==> src/rtl/spr_de_gamma_lut_ctrl.sv <==
// De-gamma LUT configuration controller: streams a full curve into the shadow bank,
// checks monotonicity and swaps banks only on a rising edge of i_vs.
module spr_de_gamma_lut_ctrl #(
    parameter int IN_W  = 11,
    parameter int OUT_W = 8,
    parameter int DEPTH = 2048
) (
    input  logic             clk,
    input  logic             rst,
    input  logic             i_vs,
    input  logic             cfg_start,
    input  logic             cfg_abort,
    input  logic             cfg_valid,
    input  logic [OUT_W-1:0] cfg_data,
    output logic             cfg_ready,
    output logic             lut_we,
    output logic [IN_W-1:0]  lut_waddr,
    output logic [OUT_W-1:0] lut_wdata,
    output logic             lut_wbank,
    output logic             active_bank,
    output logic             busy,
    output logic             done,
    output logic             err
);

    localparam logic [IN_W-1:0] LAST_ADDR = IN_W'(DEPTH - 1);

    typedef enum logic [1:0] {ST_IDLE, ST_LOAD, ST_PEND} state_t;

    state_t             state_q, state_d;
    logic [IN_W-1:0]    cnt_q, cnt_d;
    logic [OUT_W-1:0]   prev_q, prev_d;
    logic               mono_q, mono_d;
    logic               vs_q;
    logic               active_q, active_d;
    logic               ready_q, ready_d;
    logic               we_q, we_d;
    logic [IN_W-1:0]    waddr_q, waddr_d;
    logic [OUT_W-1:0]   wdata_q, wdata_d;
    logic               busy_q, busy_d;
    logic               done_q, done_d;
    logic               err_q, err_d;
    logic               vs_rise;
    logic               accept;

    always_comb begin
        state_d  = state_q;
        cnt_d    = cnt_q;
        prev_d   = prev_q;
        mono_d   = mono_q;
        active_d = active_q;
        we_d     = 1'b0;
        waddr_d  = waddr_q;
        wdata_d  = wdata_q;
        done_d   = 1'b0;
        err_d    = 1'b0;
        vs_rise  = i_vs & ~vs_q;
        accept   = cfg_valid & ready_q;

        case (state_q)
            ST_IDLE: begin
                if (cfg_start) begin
                    state_d = ST_LOAD;
                    cnt_d   = '0;
                    prev_d  = '0;
                    mono_d  = 1'b0;
                end
            end
            ST_LOAD: begin
                // Abort wins over a beat presented in the same cycle.
                if (cfg_abort) begin
                    state_d = ST_IDLE;
                    err_d   = 1'b1;
                end else if (accept) begin
                    we_d    = 1'b1;
                    waddr_d = cnt_q;
                    wdata_d = cfg_data;
                    prev_d  = cfg_data;
                    if ((cnt_q != '0) && (cfg_data < prev_q)) begin
                        mono_d = 1'b1;
                    end
                    if (cnt_q == LAST_ADDR) begin
                        state_d = ST_PEND;
                    end else begin
                        cnt_d = cnt_q + IN_W'(1);
                    end
                end
            end
            ST_PEND: begin
                if (cfg_abort || mono_q) begin
                    state_d = ST_IDLE;
                    err_d   = 1'b1;
                end else if (vs_rise) begin
                    state_d  = ST_IDLE;
                    active_d = ~active_q;
                    done_d   = 1'b1;
                end
            end
            default: begin
                state_d = ST_IDLE;
            end
        endcase

        ready_d = (state_d == ST_LOAD);
        busy_d  = (state_d != ST_IDLE);
    end

    always_ff @(posedge clk) begin
        if (rst) begin
            state_q  <= ST_IDLE;
            cnt_q    <= '0;
            prev_q   <= '0;
            mono_q   <= 1'b0;
            vs_q     <= 1'b0;
            active_q <= 1'b0;
            ready_q  <= 1'b0;
            we_q     <= 1'b0;
            waddr_q  <= '0;
            wdata_q  <= '0;
            busy_q   <= 1'b0;
            done_q   <= 1'b0;
            err_q    <= 1'b0;
        end else begin
            state_q  <= state_d;
            cnt_q    <= cnt_d;
            prev_q   <= prev_d;
            mono_q   <= mono_d;
            vs_q     <= i_vs;
            active_q <= active_d;
            ready_q  <= ready_d;
            we_q     <= we_d;
            waddr_q  <= waddr_d;
            wdata_q  <= wdata_d;
            busy_q   <= busy_d;
            done_q   <= done_d;
            err_q    <= err_d;
        end
    end

    assign cfg_ready   = ready_q;
    assign lut_we      = we_q;
    assign lut_waddr   = waddr_q;
    assign lut_wdata   = wdata_q;
    assign active_bank = active_q;
    assign lut_wbank   = ~active_q;
    assign busy        = busy_q;
    assign done        = done_q;
    assign err         = err_q;

endmodule

==> config.mk <==
export PLATFORM = sky130hd
export DESIGN_NAME = spr_de_gamma_lut_ctrl
export DESIGN_NICKNAME = d
export VERILOG_FILES = /design/src/rtl/spr_de_gamma_lut_ctrl.sv
export SDC_FILE = /design/constraint.sdc
export NUM_CORES = 1
export LEC_CHECK = 0
export CAP_MARGIN = 20
export CELL_PAD_IN_SITES_DETAIL_PLACEMENT = 1
export CELL_PAD_IN_SITES_GLOBAL_PLACEMENT = 1
export CORE_MARGIN = 2
export CORE_UTILIZATION = 38
export DETAILED_ROUTE_END_ITERATION = 10
export PLACE_DENSITY = 0.84
export SLEW_MARGIN = 10
export SYNTH_ARGS = -nofsm -noshare
export SYNTH_HDL_FRONTEND = slang
export SYNTH_SLANG_ARGS = --single-unit
==> constraint.sdc <==
create_clock -name clk -period 2.8 [get_ports clk]
set_clock_uncertainty 0.2 [all_clocks]
set_input_delay 0.42 -clock clk [delete_from_list [all_inputs] [get_ports clk]]
set_output_delay 0.42 -clock clk [all_outputs]
set_load 0.02 [all_outputs]
# After elaboration in Yosys (flattened, before gate mapping)
# Index checks and enable logic that the tools add are counted.
[totals]
reg_bits = 48
elab_cells = 71
out_inout_bits = 26
[classes]
n_lt_le_gt_ge = 1
n_bitwise = 8
n_reduce_logical = 13
n_eq_ne = 9
n_mux = 26
addsub = 1
[ops]
columns = ["cell", "count"]
rows = [
  ["11-bit two-way mux", 4],
  ["8-bit two-way mux", 3],
  ["11-bit one-hot mux with 2 select lines", 1],
  ["8-bit one-hot mux with 2 select lines", 1],
  ["2-bit two-way mux", 6],
  ["11-bit by 1-bit adder with 11-bit output, second input constant", 1],
  ["11-bit == test, second input constant", 1],
  ["11-bit nonzero test", 1],
  ["2-bit != test, second input constant", 5],
  ["5-bit AND reduction", 2],
  ["8-bit < comparator", 1],
  ["1-bit two-way mux", 8],
  ["1-bit inverter", 6],
  ["2-bit one-hot mux with 3 select lines", 1],
  ["3-bit AND reduction", 2],
  ["3-bit OR reduction", 2],
  ["2-bit by 1-bit == test with 1-bit output, second input constant", 2],
  ["1-bit one-hot mux with 2 select lines", 2],
  ["4-bit AND reduction", 1],
  ["2-bit nonzero test", 2],
  ["1-bit bitwise AND", 2],
  ["2-bit == test, second input constant", 1],
  ["2-bit zero test", 1],
  ["1-bit logical AND", 1],
  ["1-bit logical OR", 1],
]

# Longest topological paths before layout
# Gate-level depths: netlist (run 1).
[logic_depth]
word_depth = 6
ltp_mapped = 9

# Worst setup path after synthesis (run 1)
# No wires, ideal clock.
[synth_path]
path_kind = "reg2reg"
startpoint = "register state_q[1]"
endpoint = "register cnt_q[3]"
synth_period_minus_slack_ps = 2054
n_path_buf = 2
path_stages_with_launch = 10
setup_slack_ps = 746
t_arrival_ps = 1716
required_time_ps = 2462
path_cell_list = "dfxtp_1 > inv_1 > ha_1 > buf_2 > mux2i_1 > a21o_1 > clkbuf_1 > nor3_1 > xnor2_1 > nor2_1"
[synth_between]
elab_chain_len = 3
word_cells_on_any_way = 9
[synth_rtl]
columns = ["item", "line", "rtl"]
rows = [
  ["from (decl)", "30", "state_t state_q, state_d;"],
  ["from (signal assigned)", "124", "state_q <= state_d;"],
  ["2-bit by 1-bit == test with 1-bit output / 2-bit zero test (equally long branches)", "60", "case (state_q)"],
  ["2-bit != test (no source line) / 2-bit nonzero test (equally long branches)", "-", ""],
  ["5-bit AND reduction (no source line)", "-", ""],
  ["to (signal assigned)", "125", "cnt_q <= cnt_d;"],
  ["to (decl)", "31", "logic [IN_W-1:0] cnt_q, cnt_d;"],
]
# Parallel ways exist; a longest one is shown, timed or not.
# A chain may end at the register's enable or synchronous reset.

# Final worst setup path (run 1)
[layout_path]
startpoint = "register state_q[1]"
endpoint = "register cnt_q[9]"
# The elaborated chain is that of the path after synthesis.

==> results of run 1 <==
-- cells in the final DEF, fill, tap and decap left out, types with 6 or more instances in the layout --
master            n
o21ai_0           7
nor2_1           27
ha_1             13
a21oi_1          27
dfxtp_1          48
nand3_1           6
nand2_1          47
a22oi_1           8
clkdlybuf4s50_1  39
xnor2_1           7
inv_1            15
-- metrics by stage --
step	hold WS [ps]	area, um^2
global placement	241.4	2605
detailed placement	252.6	2605
global route	285.8	2720
CTS	267.4	2720
finish	261.2	2720
floorplan	231.9	2145
-- state kept, by name (all words and copies together), names as in the netlist, 2 cells and up --
signal and count:
cnt_q 11, state_q 2, prev_q 8, lut_waddr 11
lut_wdata 8
-- routing by layer --
metal	GRT usage [%]	part of all wire, %	wire (um)	up-vias
li1	-	-	-	958
met1	23.52	44	2430	949
met2	32.63	51	2805	41
met3	4.432	3.9	214	7
met4	4.828	1.3	70	0
met5	0	0	0	-
-- how the worst max path moves through the flow --
stage / cells after the start / endpoint / slack [ps]
2_1_floorplan: 9 / cnt_q[3]$_SDFFE_PP0P_ / 750
3_3_place_gp: 6 / cnt_q[9]$_SDFFE_PP0P_ / 420
3_5_place_dp: 6 / cnt_q[9]$_SDFFE_PP0P_ / 360
5_1_grt: 7 / cnt_q[9]$_SDFFE_PP0P_ / 300
4_1_cts: 7 / cnt_q[9]$_SDFFE_PP0P_ / 470
6_report: 7 / cnt_q[9]$_SDFFE_PP0P_ / 480
-- where the power goes --
| group | internal (W) | switching [W] | total [W] |
|---|---|---|---|
| sequential | 0.000690 | 0.00000495 | 0.000695 |
| clock | 0.000269 | 0.000253 | 0.000522 |
| combinational | 0.0000489 | 0.0000669 | 0.000116 |
-- layout make-up --
class	instances	area share (%)
inverter	15	2.070
multi-input combinational	185	39.33
sequential	48	35.33
tap	72	3.312
timing repair buffer	44	15.73
clock inverter	3	1.702
clock buffer	5	2.530
-- worst register-to-register path, delay by kind of cell, from the launching register on --
| family | cells | cell delay, ps |
|---|---|---|
| AND/OR/NAND/NOR | 2 | 600 |
| XOR/XNOR | 1 | 150 |
| buffers and inverters | 1 | 90 |
| flip-flops | 1 | 360 |
| multiplexers | 1 | 200 |
| AO/OA/AOI/OAI | 1 | 270 |
| adder cells (fa/ha/maj) | 1 | 350 |
-- kinds of logic after synthesis --
kind of cell	share of synthesized area, %
flip-flops	44.81
buffers and inverters	5.309
XOR/XNOR	3.267
AO/OA/AOI/OAI	13.13
adder cells (fa/ha/maj)	7.585
multiplexers	0.9335
AND/OR/NAND/NOR	24.97
==> impl_metrics.py, run 1 <==
metrics = {
    "routing": {
        "wl_per_cell_um": 14.84,
        "vias": 1955,
        "drt-total-wl_mm": 5.520,
        "initialDrtViolationCount": 94,
        "first_pass_iters": 4,
        "drc": 0,
        "ant_nets": 0,
        "viasPerCell": 5.255,
    },
    "critical_path": {
        "crit_slowest_cell": "or4_1",
        "cp-startpoint": "state_q[1]$_SDFF_PP0_",
        "crit_type": "reg -> reg",
        "crit_fanout": 9,
        "worst-r2r-cell-count": 7,
        "cp_cell_sequence": "inv_1, ha_1, mux2i_1, a21o_1, or4_1, xor2_1, nor2_1",
        "arrival_ps": 2320,
        "cp_top_family": "simple AND/OR/NAND/NOR gates",
        "endpoint_kind": "register",
        "crit_buf_inv": 1,
        "r2r_end": "cnt_q[9]$_SDFFE_PP0P_",
        "reg2reg_slack_ps": 480,
        "critical_path.max_stage_delay_ps": 550,
        "rr_startpoint": "state_q[1]$_SDFF_PP0_",
        "crit_path_start_kind": "register",
        "crit_required_ps": 2800,
    },
    "clock_network": {
        "cts_root_buffer": "clkbuf_8",
        "cts_inserted_buffers": 5,
        "post-cts-setup-buffer-count": 0,
        "htree_levels": 2,
        "clkSinkCount": 48,
        "clk_pin_slew_ps": 90,
        "cts-resized-gates": 0,
        "clk_latency_ps": 310,
        "cts_hold_buf": 0,
        "cts_max_path_buffers": 2,
        "cts_tree": "built",
    },
    "min_path": {
        "holdPathStages": 2,
        "worst_hold_startpoint": "lut_wdata[5]$_SDFFE_PP0P_",
        "min_to": "lut_wdata[5]$_SDFFE_PP0P_",
        "hold_path_class": "reg -> reg",
    },
    "final_layout": {
        "multi_input_area_um2": 1070,
        "regArea_um2": 960.9,
        "layout.nets": 326,
        "fill_cells": 673,
        "syn2layout_area_growth_pct": 26.84,
        "stdcell_count": 372,
        "drive_above_1_share_pct": 5.000,
        "fin_util_pct": 49.70,
        "num_antenna_cells": 0,
    },
    "power_and_ir_drop": {
        "power_density_nw_per_um2": 489.9,
        "p_total_w": 0.001333,
        "ir_drop_mv": 0.2256,
        "power_leakage_nw": 0.9208,
    },
    "die": {
        "die_w_um": 79.13,
        "dieArea_um2": 6261,
        "ios": 40,
        "start_util_pct": 39.19,
        "die_h_um": 79.13,
        "row_count": 27,
        "fp.coreArea_um2": 5473,
    },
    "yosys": {
        "yosysTopAreaCell": "dfxtp_1",
        "syn_inst": 262,
        "syn_nets": 289,
        "synth-edff-count": 0,
        "syn_avg_cell_area_um2": 8.185,
        "synth_seq_cells": 48,
        "ys.flop_type": "dfxtp_1",
        "synthTopCellsByArea": "dfxtp_1, nand2_1, ha_1, a21oi_1, nor2_1",
        "synth.most_common_cell": "dfxtp_1",
        "ys_warn_count": 0,
        "syn_area_um2": 2145,
        "synth_seq_area_share_pct": 44.81,
        "ys_top_cells_by_count": "dfxtp_1, nand2_1, a21oi_1, nor2_1, inv_1",
        "async_flop_share_pct": 0,
        "ys_types": 34,
        "synth_top_area_share_pct": 44.81,
    },
    "grt": {
        "first_global_vias": 1969,
        "gr-total-overflow": 0,
        "grt_start_max_net_pins": 36,
        "grt_pass1_wl_mm": 9.377,
        "grt_util_all_layers_pct": 18.85,
        "antenna_found_initial": 0,
    },
    "sta": {
        "rsz0062_at_grt": "false",
        "fin_setup_tns_ps": 0,
        "fmaxAchievable_mhz": 431.2,
        "worst_slew_pin_slew_ps": 619.8,
        "period_share_pct": 82.82,
        "setup_slack_ps": 481.1,
        "slew_headroom_pct": 58.53,
        "slew_viol_final": 0,
        "setup_violations": 0,
        "layout_min_cycle_time_ps": 2319,
        "finalHoldViolations": 0,
    },
    "run": {
        "maxCapViolations": 0,
    },
    "place": {
        "dp_cells": 364,
        "gp_congestion": 0.8410,
        "io_buffer_count": 39,
        "detailedPlacementHpwl_mm": 4.006,
        "dp_slack_ps": 362.4,
    },
    "run_status": {
        "status": "finished clean",
    },
}
Note: power is estimated with default switching activity, not from simulation.
==> run 2: changes to the inputs <==
==> constraint.sdc (replaced) <==
create_clock -name clk -period 2.3 [get_ports clk]
set_clock_uncertainty 0.2 [all_clocks]
set_input_delay 0.345 -clock clk [delete_from_list [all_inputs] [get_ports clk]]
set_output_delay 0.345 -clock clk [all_outputs]
set_load 0.02 [all_outputs]
==> run 2 against run 1 <==
Effect of this change:
- final cell count rose by 2.7%
- critical path depth is the same
- sequential share of layout area fell by 0.76 points
- global-route usage increased by 1.5 points
- critical endpoint unchanged
==> impl_metrics.py, run 2 (same netlist as run 1, synthesis figures left out) <==
metrics = {
    "critical_path": {
        "crit_type": "reg -> reg",
        "crit_required_ps": 2270,
        "worst-r2r-cell-count": 7,
        "endpoint_kind": "register",
        "r2r_end": "cnt_q[9]$_SDFFE_PP0P_",
        "reg2reg_slack_ps": 160,
        "rr_startpoint": "state_q[0]$_SDFF_PP0_",
        "arrival_ps": 2110,
        "crit_fanout": 4,
        "crit_path_start_kind": "register",
    },
    "final_layout": {
        "multi_input_area_um2": 1077,
        "final_cell_mix": "dfxtp_1, nand2_1, clkdlybuf4s50_1",
        "num_antenna_cells": 0,
        "drive_above_1_share_pct": 8.710,
        "finalInstanceArea_um2": 2780,
        "syn2layout_area_growth_pct": 29.64,
        "fill_cells": 684,
        "layout.nets": 336,
        "regArea_um2": 960.9,
        "final_common_cell": "dfxtp_1",
    },
    "die": {
        "start_util_pct": 39.19,
        "row_count": 27,
        "die_h_um": 79.13,
        "die_w_um": 79.13,
        "dieArea_um2": 6261,
        "fp.coreArea_um2": 5473,
        "ios": 40,
    },
    "grt": {
        "grt_pass1_wl_mm": 9.949,
        "gr-total-overflow": 0,
        "grt_util_all_layers_pct": 20.36,
        "grt_start_max_net_pins": 23,
        "antenna_found_initial": 0,
        "first_global_vias": 2099,
    },
    "sta": {
        "finalHoldViolations": 0,
        "slew_viol_final": 0,
        "slew_headroom_pct": 45.20,
        "setup_violations": 0,
        "period_share_pct": 93.06,
        "fmaxAchievable_mhz": 467.2,
        "rsz0062_at_grt": "false",
        "setup_slack_ps": 159.7,
        "layout_min_cycle_time_ps": 2140,
        "worst_slew_pin_slew_ps": 820.4,
    },
    "power_and_ir_drop": {
        "power.share.switching_pct": 24.80,
        "power_leakage_nw": 0.9692,
        "power_density_nw_per_um2": 549.0,
        "ir_drop_mv": 0.2495,
        "p_comb_share_pct": 10.0,
        "sequentialPowerShare_pct": 55.4,
        "clockPowerShare_pct": 34.6,
        "power.switching_w": 0.0003785,
        "intPower_w": 0.001148,
    },
    "routing": {
        "viasPerCell": 5.173,
        "vias": 1976,
        "ant_nets": 0,
        "first_pass_iters": 4,
        "drc": 0,
        "initialDrtViolationCount": 53,
        "wl_per_cell_um": 15.28,
        "drt-total-wl_mm": 5.837,
    },
    "clock_network": {
        "clk_latency_ps": 310,
        "clkSinkCount": 48,
        "cts_tree": "built",
        "cts_hold_buf": 0,
        "cts_inserted_buffers": 5,
        "htree_levels": 2,
        "cts_root_buffer": "clkbuf_8",
        "clk_pin_slew_ps": 90,
        "cts_max_path_buffers": 2,
    },
    "run_status": {
        "status": "finished clean",
    },
    "run": {
        "maxCapViolations": 0,
    },
    "place": {
        "gp_congestion": 0.8570,
        "io_buffer_count": 39,
        "dp_slack_ps": -26.59,
        "detailedPlacementHpwl_mm": 4.237,
        "place_area_um2": 2680,
    },
    "min_path": {
        "holdPathStages": 2,
        "worst_hold_startpoint": "lut_waddr[5]$_SDFFE_PP0P_",
        "min_to": "lut_waddr[5]$_SDFFE_PP0P_",
        "hold_path_class": "reg -> reg",
    },
}
[run 2: worst max path at each step]
stage,start,to
finish,state_q[0]$_SDFF_PP0_,cnt_q[9]$_SDFFE_PP0P_
detailed placement,cfg_abort,cnt_q[9]$_SDFFE_PP0P_
global placement,cfg_abort,cnt_q[9]$_SDFFE_PP0P_
global route,state_q[1]$_SDFF_PP0_,cnt_q[8]$_SDFFE_PP0P_
CTS,state_q[1]$_SDFF_PP0_,cnt_q[9]$_SDFFE_PP0P_
floorplan,state_q[1]$_SDFF_PP0_,cnt_q[3]$_SDFFE_PP0P_
[run 2: critical path, stage by stage, from the launching register on]
cell and delay, ps:
dfxtp_1 380, inv_1 90, ha_1 250, mux2i_1 150, a21o_1 200, or4_1 530, xor2_1 150, nor2_1 60
[run 2: routing by layer]
layer	wire length [um]	track usage, %	vias up	share of wire (%)
met5	0	0	-	0
met4	110	7.586	0	1.9
met3	219	4.205	10	3.8
met2	3002	36.44	38	51
met1	2505	23.82	950	43
li1	-	-	978	-
[run 2: final cells by class]
class | instances | share of cell area (%)
timing repair buffer | 54 | 18.09
sequential | 48 | 34.56
clock buffer | 6 | 2.970
tap | 72 | 3.240
clock inverter | 2 | 0.3600
inverter | 15 | 2.025
multi-input combinational | 185 | 38.75
[run 2: stage by stage]
stage | utilization (%) | TNS, ps | hold WS, ps | cells | power, W
2_1_floorplan | - | 0 | 231.9 | 262 | 0.0009388
3_3_place_gp | 48.97 | 0 | 241.0 | 374 | 0.001012
3_5_place_dp | 48.97 | -26.59 | 249.0 | 374 | 0.001016
4_1_cts | 50.66 | 0 | 262.4 | 382 | 0.001546
5_1_grt | 50.80 | 0 | 283.4 | 382 | 0.001603
6_report | 50.80 | 0 | 260.6 | 382 | 0.001526
[run 2: power groups by stage]
| stage | clock network (W) | logic (W) | registers [W] |
|---|---|---|---|
| floorplan | 0 | 0.0000685 | 0.000870 |
| global placement | 0 | 0.000148 | 0.000864 |
| detailed placement | 0 | 0.000151 | 0.000865 |
| CTS | 0.000547 | 0.000153 | 0.000846 |
| global route | 0.000587 | 0.000168 | 0.000848 |
| finish | 0.000528 | 0.000152 | 0.000846 |
[run 2: timing repair]
item / CTS / global route
endpoints found under the setup margin: 0 / 13
endpoints found under the hold margin: 0 / 0
gates resized for setup: 0 / 2
setup buffers: 0 / 0
==> run 3: changes to the inputs <==
--- a/config.mk
+++ b/config.mk
@@ -5,13 +5,15 @@
 export SDC_FILE = /design/constraint.sdc
 export NUM_CORES = 1
 export LEC_CHECK = 0
+export ABC_AREA = 0
 export CAP_MARGIN = 20
 export CELL_PAD_IN_SITES_DETAIL_PLACEMENT = 1
 export CELL_PAD_IN_SITES_GLOBAL_PLACEMENT = 1
 export CORE_MARGIN = 2
-export CORE_UTILIZATION = 38
+export CORE_UTILIZATION = 39
+export CTS_BUF_LIST = sky130_fd_sc_hd__clkbuf_4
 export DETAILED_ROUTE_END_ITERATION = 10
-export PLACE_DENSITY = 0.84
+export PLACE_DENSITY = 0.86
 export SLEW_MARGIN = 10
 export SYNTH_ARGS = -nofsm -noshare
 export SYNTH_HDL_FRONTEND = slang
==> run 3 against run 2 <==
Effect of this change:
- clock power fell by 25%
- worst hold slack improved by 5.8 ps
- clock-buffer cell count did not move
- critical path depth rose by 1
- first-iteration DRC count rose by 110%
- wire length fell by 3.9%
- die area fell by 2.4%
- combinational power barely moved
- sequential share of layout area rose by 0.38 points
- non-clock buffer count rose by 1
- setup slack improved by 1.2 ps
- critical endpoint is now cnt_q[5]$_SDFFE_PP0P_
==> impl_metrics.py, run 3 (same netlist as run 1, synthesis figures left out) <==
metrics = {
    "critical_path": {
        "cp_top_family": "buffers and inverters",
        "rr_startpoint": "state_q[1]$_SDFF_PP0_",
        "critPathMostFrequentCell": "buf_4",
        "crit_path_start_kind": "register",
        "endpoint_kind": "register",
        "crit_slowest_cell": "dfxtp_1",
        "critical_path.max_stage_delay_ps": 410,
        "crit_type": "reg -> reg",
        "arrival_ps": 2220,
        "reg2reg_slack_ps": 160,
        "crit_fanout": 8,
        "r2r_end": "cnt_q[5]$_SDFFE_PP0P_",
        "crit_required_ps": 2380,
        "cp_cell_sequence": "inv_1, ha_1, buf_4, a21o_1, buf_4, nor4_1, xnor2_1, nor2_1",
        "crit_buf_inv": 3,
        "worst-r2r-cell-count": 8,
    },
    "die": {
        "row_count": 26,
        "ios": 40,
        "die_w_um": 78.16,
        "dieArea_um2": 6108,
        "die_h_um": 78.16,
        "fp.coreArea_um2": 5205,
        "start_util_pct": 41.20,
    },
    "final_layout": {
        "fill_cells": 642,
        "regArea_um2": 960.9,
        "fin_util_pct": 52.84,
        "num_antenna_cells": 0,
        "final_common_cell": "dfxtp_1",
        "final_cell_mix": "dfxtp_1, nand2_1, clkdlybuf4s50_1",
        "syn2layout_area_growth_pct": 28.24,
        "layout.nets": 337,
        "drive_above_1_share_pct": 8.039,
        "multi_input_area_um2": 1079,
    },
    "place": {
        "gp_congestion": 0.8579,
        "io_buffer_count": 39,
        "detailedPlacementHpwl_mm": 4.289,
    },
    "routing": {
        "drc": 0,
        "first_pass_iters": 4,
        "drt-total-wl_mm": 5.611,
        "initialDrtViolationCount": 111,
        "vias": 1971,
        "ant_nets": 0,
        "wl_per_cell_um": 14.73,
        "viasPerCell": 5.173,
    },
    "sta": {
        "setup_violations": 0,
        "fmaxAchievable_mhz": 467.5,
        "slew_headroom_pct": 73.34,
        "rsz0062_at_grt": "false",
        "finalHoldViolations": 0,
        "period_share_pct": 93.01,
        "fin_setup_tns_ps": 0,
        "slew_viol_final": 0,
        "worst_slew_pin_slew_ps": 396.2,
        "layout_min_cycle_time_ps": 2139,
    },
    "clock_network": {
        "cts_hold_buf": 0,
        "htree_levels": 2,
        "clk_latency_ps": 370,
        "cts_root_buffer": "clkbuf_4",
        "cts_inserted_buffers": 5,
        "clkSinkCount": 48,
        "cts_max_path_buffers": 2,
        "clk_pin_slew_ps": 140,
        "cts_tree": "built",
    },
    "power_and_ir_drop": {
        "sequentialPowerShare_pct": 60.5,
        "power_density_nw_per_um2": 508.7,
        "power.switching_w": 0.0003603,
        "clockPowerShare_pct": 28.4,
        "intPower_w": 0.001039,
        "power.share.switching_pct": 25.76,
        "p_comb_share_pct": 11.1,
        "ir_drop_mv": 0.2951,
        "power_leakage_nw": 0.9679,
    },
    "run": {
        "maxCapViolations": 0,
    },
    "run_status": {
        "status": "finished clean",
    },
    "grt": {
        "antenna_found_initial": 0,
        "gr-total-overflow": 0,
        "grt_start_max_net_pins": 26,
        "grt_pass1_wl_mm": 9.597,
        "first_global_vias": 2078,
        "grt_util_all_layers_pct": 19.92,
    },
    "min_path": {
        "hold_path_class": "reg -> reg",
        "min_to": "lut_waddr[0]$_SDFFE_PP0P_",
        "worst_hold_startpoint": "lut_waddr[0]$_SDFFE_PP0P_",
        "holdPathStages": 2,
    },
}
## run 3: metrics by stage
stage | power [W] | area (um^2) | std cells | setup WS (ps) | hold WS [ps]
6_report | 0.001399 | 2750 | 381 | 160.8 | 266.4
5_1_grt | 0.001470 | 2750 | 381 | 50.16 | 285.2
4_1_cts | 0.001419 | 2741 | 381 | 100.6 | 266.9
3_5_place_dp | 0.001020 | 2685 | 373 | 26.54 | 248.3
3_3_place_gp | 0.001015 | 2685 | 373 | 110.2 | 242.7
2_1_floorplan | 0.0009388 | 2145 | 262 | 246.4 | 231.9
## run 3: tightest hold or removal path, cell delays in order (launching register included)
cell and delay (ps):
dfxtp_1 340, nand2_1 50, a21oi_1 50
## run 3: cell type report
type | instances | share of cell area (%)
clock buffer | 6 | 1.638
clock inverter | 2 | 0.4095
inverter | 15 | 2.047
multi-input combinational | 185 | 39.22
sequential | 48 | 34.94
tap | 70 | 3.185
timing repair buffer | 55 | 18.56
## run 3: metal layers
layer | global-route usage (%) | routed length, um
met1 | 23.42 | 2523
met2 | 35.78 | 2835
met3 | 4.483 | 179
met4 | 6.491 | 73
met5 | 0 | 0
## run 3: how the worst max path moves through the flow
stage,from,slack (ps),to,depth (start not counted)
global placement,cfg_abort,110,cfg_ready$_SDFF_PP0_,6
detailed placement,cfg_valid,30,cnt_q[9]$_SDFFE_PP0P_,6
finish,state_q[1]$_SDFF_PP0_,160,cnt_q[5]$_SDFFE_PP0P_,8
CTS,cnt_q[0]$_SDFFE_PP0P_,100,cfg_ready$_SDFF_PP0_,6
floorplan,state_q[1]$_SDFF_PP0_,250,cnt_q[3]$_SDFFE_PP0P_,9
global route,state_q[0]$_SDFF_PP0_,50,cnt_q[5]$_SDFFE_PP0P_,8
## run 3: timing repair
item                       4_1_cts  5_1_grt
setup buffers                    0        0
setup endpoints to repair        0        2
hold endpoints to repair         0        0
resized for setup                0        1
## run 3: power groups by stage
stage	Sequential [W]	Clock [W]	Combinational [W]
final	0.000847	0.000397	0.000155
after global routing	0.000849	0.000451	0.000171
after CTS	0.000847	0.000416	0.000156
after detailed placement	0.000865	0	0.000155
after global placement	0.000864	0	0.000151
after floorplan	0.000870	0	0.0000685
